$ cat config.mk
export PLATFORM = sky130hd
export DESIGN_NAME = fixed_bcd_decoder_flat
export DESIGN_NICKNAME = d
export VERILOG_FILES = /design/src/rtl/fixed_bcd_decoder_if.sv /design/src/rtl/fixed_bcd_decoder.sv /design/src/flat_wrapper.sv
export SDC_FILE = /design/constraint.sdc
export NUM_CORES = 1
export LEC_CHECK = 0
export ABC_AREA = 1
export CAP_MARGIN = 25
export CORE_ASPECT_RATIO = 2
export CORE_MARGIN = 5
export CORE_UTILIZATION = 40
export CTS_BUF_LIST = sky130_fd_sc_hd__clkbuf_8
export CTS_CLUSTER_SIZE = 30
export DETAILED_ROUTE_END_ITERATION = 6
export PLACE_DENSITY = 0.69
export SLEW_MARGIN = 10
export SYNTH_ARGS = -nofsm -noshare
export SYNTH_HDL_FRONTEND = slang
export SYNTH_SLANG_ARGS = --single-unit
$ cat constraint.sdc
create_clock -name clk -period 1.78 [get_ports clk]
set_input_delay 0.356 -clock clk [delete_from_list [all_inputs] [get_ports clk]]
set_output_delay 0.356 -clock clk [all_outputs]
set_load 0.01 [all_outputs]
$ cat src/rtl/fixed_bcd_decoder_if.sv
// rtl/fixed_bcd_decoder_if.sv - start/done handshake bundle for the fixed-point BCD decoder
interface fixed_bcd_decoder_if;
    logic               start;
    logic signed [24:0] value;
    logic               busy;
    logic               done;
    logic [27:0]        bcd;
    logic               neg;
    logic               ovf;

    modport master (
        output start,
        output value,
        input  busy,
        input  done,
        input  bcd,
        input  neg,
        input  ovf
    );

    modport slave (
        input  start,
        input  value,
        output busy,
        output done,
        output bcd,
        output neg,
        output ovf
    );
endinterface

$ cat src/rtl/fixed_bcd_decoder.sv
// rtl/fixed_bcd_decoder.sv - signed x1000 fixed-point to sign + 7 BCD digits, fixed-latency double dabble
module fixed_bcd_decoder (
    input logic                clk,
    input logic                rst,
    fixed_bcd_decoder_if.slave bus
);
    typedef enum logic [1:0] {
        IDLE  = 2'd0,
        SHIFT = 2'd1,
        DONE  = 2'd2
    } state_t;

    state_t      state;
    logic [4:0]  iter;
    logic [24:0] mag;
    logic [27:0] bcd_sr;
    logic        neg_r;
    logic        ovf_r;

    logic [24:0] value_u;
    logic [24:0] mag_in;
    logic [27:0] bcd_adj;

    // 25-bit negate keeps -16777216 as 16777216 without wrapping.
    always_comb begin
        value_u = bus.value;
        mag_in  = value_u[24] ? (~value_u + 25'd1) : value_u;
    end

    always_comb begin
        bcd_adj = bcd_sr;
        for (int i = 0; i < 7; i++) begin
            if (bcd_sr[i*4 +: 4] >= 4'd5) begin
                bcd_adj[i*4 +: 4] = bcd_sr[i*4 +: 4] + 4'd3;
            end
        end
    end

    always_ff @(posedge clk) begin
        if (rst) begin
            state    <= IDLE;
            iter     <= 5'd0;
            mag      <= 25'd0;
            bcd_sr   <= 28'd0;
            neg_r    <= 1'b0;
            ovf_r    <= 1'b0;
            bus.busy <= 1'b0;
            bus.done <= 1'b0;
            bus.bcd  <= 28'd0;
            bus.neg  <= 1'b0;
            bus.ovf  <= 1'b0;
        end else begin
            case (state)
                IDLE: begin
                    bus.done <= 1'b0;
                    if (bus.start) begin
                        neg_r    <= value_u[24];
                        mag      <= mag_in;
                        ovf_r    <= (mag_in > 25'd9999999);
                        bcd_sr   <= 28'd0;
                        iter     <= 5'd0;
                        bus.busy <= 1'b1;
                        state    <= SHIFT;
                    end
                end
                SHIFT: begin
                    // Bits shifted past the top digit only matter when ovf_r is set.
                    {bcd_sr, mag} <= {bcd_adj[26:0], mag, 1'b0};
                    iter          <= iter + 5'd1;
                    if (iter == 5'd24) begin
                        state <= DONE;
                    end
                end
                DONE: begin
                    bus.bcd  <= ovf_r ? 28'd0 : bcd_sr;
                    bus.neg  <= neg_r;
                    bus.ovf  <= ovf_r;
                    bus.done <= 1'b1;
                    bus.busy <= 1'b0;
                    state    <= IDLE;
                end
                default: begin
                    state    <= IDLE;
                    bus.busy <= 1'b0;
                    bus.done <= 1'b0;
                end
            endcase
        end
    end
endmodule
$ cat src/flat_wrapper.sv
// flat-port wrapper written by rule: the top's interface ports become plain ports
module fixed_bcd_decoder_flat 
  (clk, rst, bus_start, bus_value, bus_busy, bus_done, bus_bcd, bus_neg, bus_ovf);
  fixed_bcd_decoder_if bus_i ();
  input logic clk;
  input logic rst;
  input wire logic [$bits(bus_i.start)-1:0] bus_start;
  input wire logic [$bits(bus_i.value)-1:0] bus_value;
  output wire logic [$bits(bus_i.busy)-1:0] bus_busy;
  output wire logic [$bits(bus_i.done)-1:0] bus_done;
  output wire logic [$bits(bus_i.bcd)-1:0] bus_bcd;
  output wire logic [$bits(bus_i.neg)-1:0] bus_neg;
  output wire logic [$bits(bus_i.ovf)-1:0] bus_ovf;
  assign bus_i.start = bus_start;
  assign bus_i.value = bus_value;
  assign bus_busy = bus_i.busy;
  assign bus_done = bus_i.done;
  assign bus_bcd = bus_i.bcd;
  assign bus_neg = bus_i.neg;
  assign bus_ovf = bus_i.ovf;
  fixed_bcd_decoder u_core (.clk(clk), .rst(rst), .bus(bus_i));
endmodule
Yosys cells after proc, flatten, opt, wreduce, memory -nomap -nowiden
Cells that the tools add are included.
{ "word_totals": {"ff_bits": 94, "output_inout_bits": 32, "wordCells": 62} }
{ "classes": {"addsub": 9, "order_cmp": 8, "eq_ne": 5, "muxes": 21, "bitwise": 2, "n_reduce_logical": 6} }
{ "ops": {"columns": ["cell", "count"], "rows": [
  ["28-bit two-way mux", 2],
  ["28-bit case mux with 2 select lines", 1],
  ["25-bit two-way mux", 2],
  ["25-bit case mux with 2 select lines", 1],
  ["4-bit by 3-bit greater-or-equal comparator with 1-bit output (second input constant)", 7],
  ["25-bit by 1-bit adder with 25-bit output (second input constant)", 1],
  ["25-bit by 24-bit greater-than comparator with 1-bit output (second input constant)", 1],
  ["25-bit inverter", 1],
  ["4-bit by 2-bit adder with 4-bit output (second input constant)", 6],
  ["4-bit two-way mux", 6],
  ["5-bit case mux with 2 select lines", 1],
  ["2-bit AND reduction", 4],
  ["5-bit by 1-bit adder with 5-bit output (second input constant)", 1],
  ["5-bit == test (second input constant)", 1],
  ["5-bit two-way mux", 1],
  ["2-bit two-way mux", 2],
  ["1-bit case mux with 2 select lines", 2],
  ["2-bit case mux with 2 select lines", 1],
  ["3-bit by 2-bit adder with 3-bit output (second input constant)", 1],
  ["3-bit two-way mux", 1],
  ["2-bit by 1-bit == test with 1-bit output (second input constant)", 1],
  ["2-bit == test (second input constant)", 1],
  ["2-bit logical NOT", 1],
  ["2-bit by 1-bit inequality test with 1-bit output (second input constant)", 1],
  ["4 further kinds", 4]
]} }

Longest topological paths before layout
Gate-level depths: netlist of the first run.
{ "logic_depth": {"ltp_word": 5, "depth_mapped": 17} }

Worst setup path after synthesis of the first run
No wires, ideal clock.
{ "synth_path": {"path_type": "in2reg", "start": "in bus_value[0]", "end": "reg u_core.ovf_r", "t_arrival_ns": 1.607, "path_slack_ns": 0.043, "cell_stages": 15, "cell_sequence": "inv_2 ha_1 nand2_4 nor2_2 nand2_2 nand2_4 nand2_2 nand2_2 nand2_2 nor3_1 o21ai_0 nand2_1 nand2_1 nand2_1 a21oi_2"} }
{ "synth_via": {"elab_chain_len": 4} }
{ "synth_rtl": {"columns": ["item", "line_no", "text"], "rows": [
  ["start, declared", "flat_wrapper.sv:8", "input wire logic [$bits(bus_i.value)-1:0] bus_value;"],
  ["25-bit inverter", "fixed_bcd_decoder.sv:27", "mag_in = value_u[24] ? (~value_u + 25'd1) : value_u;"],
  ["25-bit by 1-bit adder with 25-bit output", "fixed_bcd_decoder.sv:27", null],
  ["25-bit two-way mux *", "fixed_bcd_decoder.sv:27", null],
  ["25-bit by 24-bit greater-than comparator with 1-bit output *", "fixed_bcd_decoder.sv:59", "ovf_r <= (mag_in > 25'd9999999);"],
  ["end signal, assigned", "fixed_bcd_decoder.sv:59", null],
  ["end, declared", "fixed_bcd_decoder.sv:18", "logic ovf_r;"]
]} }
Mark *: on every way between the ends. The rest lies on a longest branch, timed or not.
A chain may end at the register's enable or synchronous reset.

Final worst setup path of the first run
{ "layout_path": {"start": "in bus_value[11]", "end": "reg u_core.ovf_r"} }
The elaborated chain is that of the path after synthesis.

==> metrics.md, run 1 <==
| Metric | Value |
|---|---|
| Most frequent cells in the layout | nand2_1, dfxtp_1, buf_4 |
| TritonCTS Buffers | 9 |
| Final HPWL DP | 10,080 microns |
| ANT cells | 0 |
| First-pass GRT wire length | 21,580 microns |
| Crit. End Element | flop |
| Hold_buf cts | 0 |
| Setup CP Type | input port to flop |
| H-tree depth | 3 |
| PD cells | 664.7 nW/um^2 |
| Area of the multi-input gates | 3029 sq um |
| Post-synthesis to final-layout area growth | 33.67% |
| Lkg Pwr | 0.002841 uW |
| Maximum VDD drop | 0.5206 mV |
| Clk buf depth | 2 |
| Via/cell ratio | 5.076 |
| Dominant cell type by area after synthesis | dfxtp_1 |
| Via count | 5,325 |
| DR WL/cell | 12.72 microns |
| Die area | 15,560 sq um |
| Final Cycle Share | 93.55% |
| Fraction of layout cells with a size suffix above 1 | 22.74% |
| Status | completed |
| Clock latency at the later pin of the worst-skew pair | 370 ps |
| Syn nets | 807 |
| DR iter-0 viols | 143 |
| Final Hold Viols | 0 |
| FILL cells | 1,269 |
| Core area | 12,920 sq um |
| Total Power Consumption | 4633 uW |
| Synth Instances | 762 |
| IO Port Bufs | 59 |
| Final Net Count | 937 |
| Sequential cell area | 1882 sq um |
| Final setup fails | 0 |
| Worst min-delay path category | input port to flop |
| TritonCTS clock tree | built |
| Initial antenna violation count | 0 |
| Vias in the first global route | 5,015 |
| Crit path DAT | 1920 ps |
| Crit path launch type | input port |
| Final clock skew | 6.547 ps |
| Gpl congestion | 0.8612 |
| Area share of the largest cell type after synthesis | 36.09% |
| Clock root buffer | clkbuf_8 |
| Synthesis-stage register bit count | 94 |
| Fmax | 600.5 MHz |
| Top cells by area, synth | dfxtp_1, nand2_1, inv_1, nor2_1, a22oi_1 |
| Max-cap violations | 0 |
| Largest net degree at the start of global routing | 62 |
| Yosys cell types | 34 |
| Ys Warns | 0 |
| Initial Utilization | 40.36% |
| Crit-path max FO | 4 |
| Residual DRC count | 0 |
| Routed WL | 13,350 microns |
| Post-Synthesis Cell Area | 5214 sq um |
| Clock transition at the registers of the reported paths | 90 ps |
| GRT Resource Usage Total | 16.76% |
| Commonest non-fill, non-tap cell in the layout | nand2_1 |
| Die Ht | 171.5 microns |
| GR Overflow Total | 0 |
| Worst-Margin Slew | 667.4 ps |
| Tmin final | 1665 ps |
| Cell row count | 59 |
| Post-DRT Antenna Nets | 0 |
| Die span in x | 90.73 microns |
| Slew Limit Fails | 0 |
| Clk sink count | 94 |
| DRT Pass-1 Iters | 4 |
| Syn avg cell area | 6.842 sq um |
| Worst slew margin relative to its limit | 55.46% |
| I/O pin total | 60 |
| Required time worst endpoint | 2040 ps |
| Final hold slack | 441.4 ps |
| Sequential element share of the synthesized area | 36.09% |
==> repair_timing <==
item	CTS	global route
resized for setup	35	44
setup endpoints to repair	2	1
buffers inserted	3	5
pin swaps	13	31
gates cloned	0	0
==> cell type report <==
cell class	count	area share [%]
clock buffer	10	1.975
clock inverter	6	1.346
inverter	86	4.632
multi-input combinational	550	43.47
sequential	94	27.00
tap	152	2.729
timing repair buffer	151	18.85
==> registers in the layout (all words and copies together) (netlist names), 2 cells and up <==
name            cells
u_core.iter         5
u_core.mag         25
u_core.state        2
u_core.bus.bcd     28
u_core.bcd_sr      28
==> synthesized netlist by cell type (all sizes together) <==
master,instances
o22ai,6
a21oi,51
o32ai,1
a22oi,36
clkinv,1
nor2,90
nand3b,6
dfxtp,94
nand3,54
o21ai,37
xor2,6
nand2,210
a31oi,14
nand4,10
or2,1
ha,17
clkbuf,26
nor3,10
inv,85
buf,6
o211ai,1
==> power by group <==
| group | internal (uW) | switching [uW] | leakage [uW] |
|---|---|---|---|
| Clock | 839 | 761 | 0.000113 |
| Combinational | 366 | 472 | 0.00197 |
| Sequential | 2160 | 34.8 | 0.000762 |
| Total | 3370 | 1270 | 0.00284 |
==> per-layer routing <==
layer,global-route usage [%],routed length (microns)
met4,8.814,497
met1,15.62,4938
met3,2.276,360
met5,0,0
met2,34.09,7549
==> worst paths after layout <==
| kind | startpoint | endpoint | slack, ps | cells after the start |
|---|---|---|---|---|
| max reg2reg | u_core.state[0] | u_core.bcd_sr[14] | 230 | 6 |
| min | rst | u_core.mag[1] | 440 | 4 |
| max | bus_value[11] | u_core.ovf_r | 110 | 15 |
| min reg2reg | u_core.bus.done | u_core.bus.done | 470 | 2 |
==> critical path: stages <==
cell and delay, ps:
dlygate4sd2_1 260, nor2_1 150, nand2_1 150, nor2_2 140, nand2_2 90, nand2_4 90, nand2_2 50, nand2_2 50
nand2_2 70, nor3_1 180, o21ai_1 90, nand2_1 80, nand2_1 50, nand2_1 70, a21oi_2 50
==> cells by family (layout without fill, tap and decap cells) <==
kind of cell / count (synthesis) / after routing / synth area share, %
adders and majority gates: 17 / 17 / 4.080
xor gates and xnor gates: 6 / 6 / 1.008
buffers and inverters: 118 / 253 / 8.855
and+or+nand+nor: 381 / 381 / 33.19
DFF: 94 / 94 / 36.09
AOI/OAI and AO/OA: 146 / 146 / 16.78
==> metrics by stage <==
stage          util (%)  TNS [ps]  instance area [sq um]  cells  setup slack (ps)
6_report          53.95         0                   6969   1049             114.9
5_1_grt           53.95    -7.826                   6969   1049            -7.826
4_1_cts           52.96         0                   6842   1044             4.878
3_5_place_dp      50.65     -5919                   6544   1025            -686.3
3_3_place_gp      50.65     -5561                   6544   1025            -654.9
2_1_floorplan         -         0                   5214    762             42.75
Power figures use the tool's default switching activity.
==> inputs of run 2 (changes only) <==
--- a/config.mk
+++ b/config.mk
@@ -14,7 +14,6 @@
 export CTS_CLUSTER_SIZE = 30
 export DETAILED_ROUTE_END_ITERATION = 6
 export PLACE_DENSITY = 0.69
-export SLEW_MARGIN = 10
 export SYNTH_ARGS = -nofsm -noshare
 export SYNTH_HDL_FRONTEND = slang
 export SYNTH_SLANG_ARGS = --single-unit
==> results of run 2 <==
The final DEF is identical to that of run 1; final timing and power are the same.
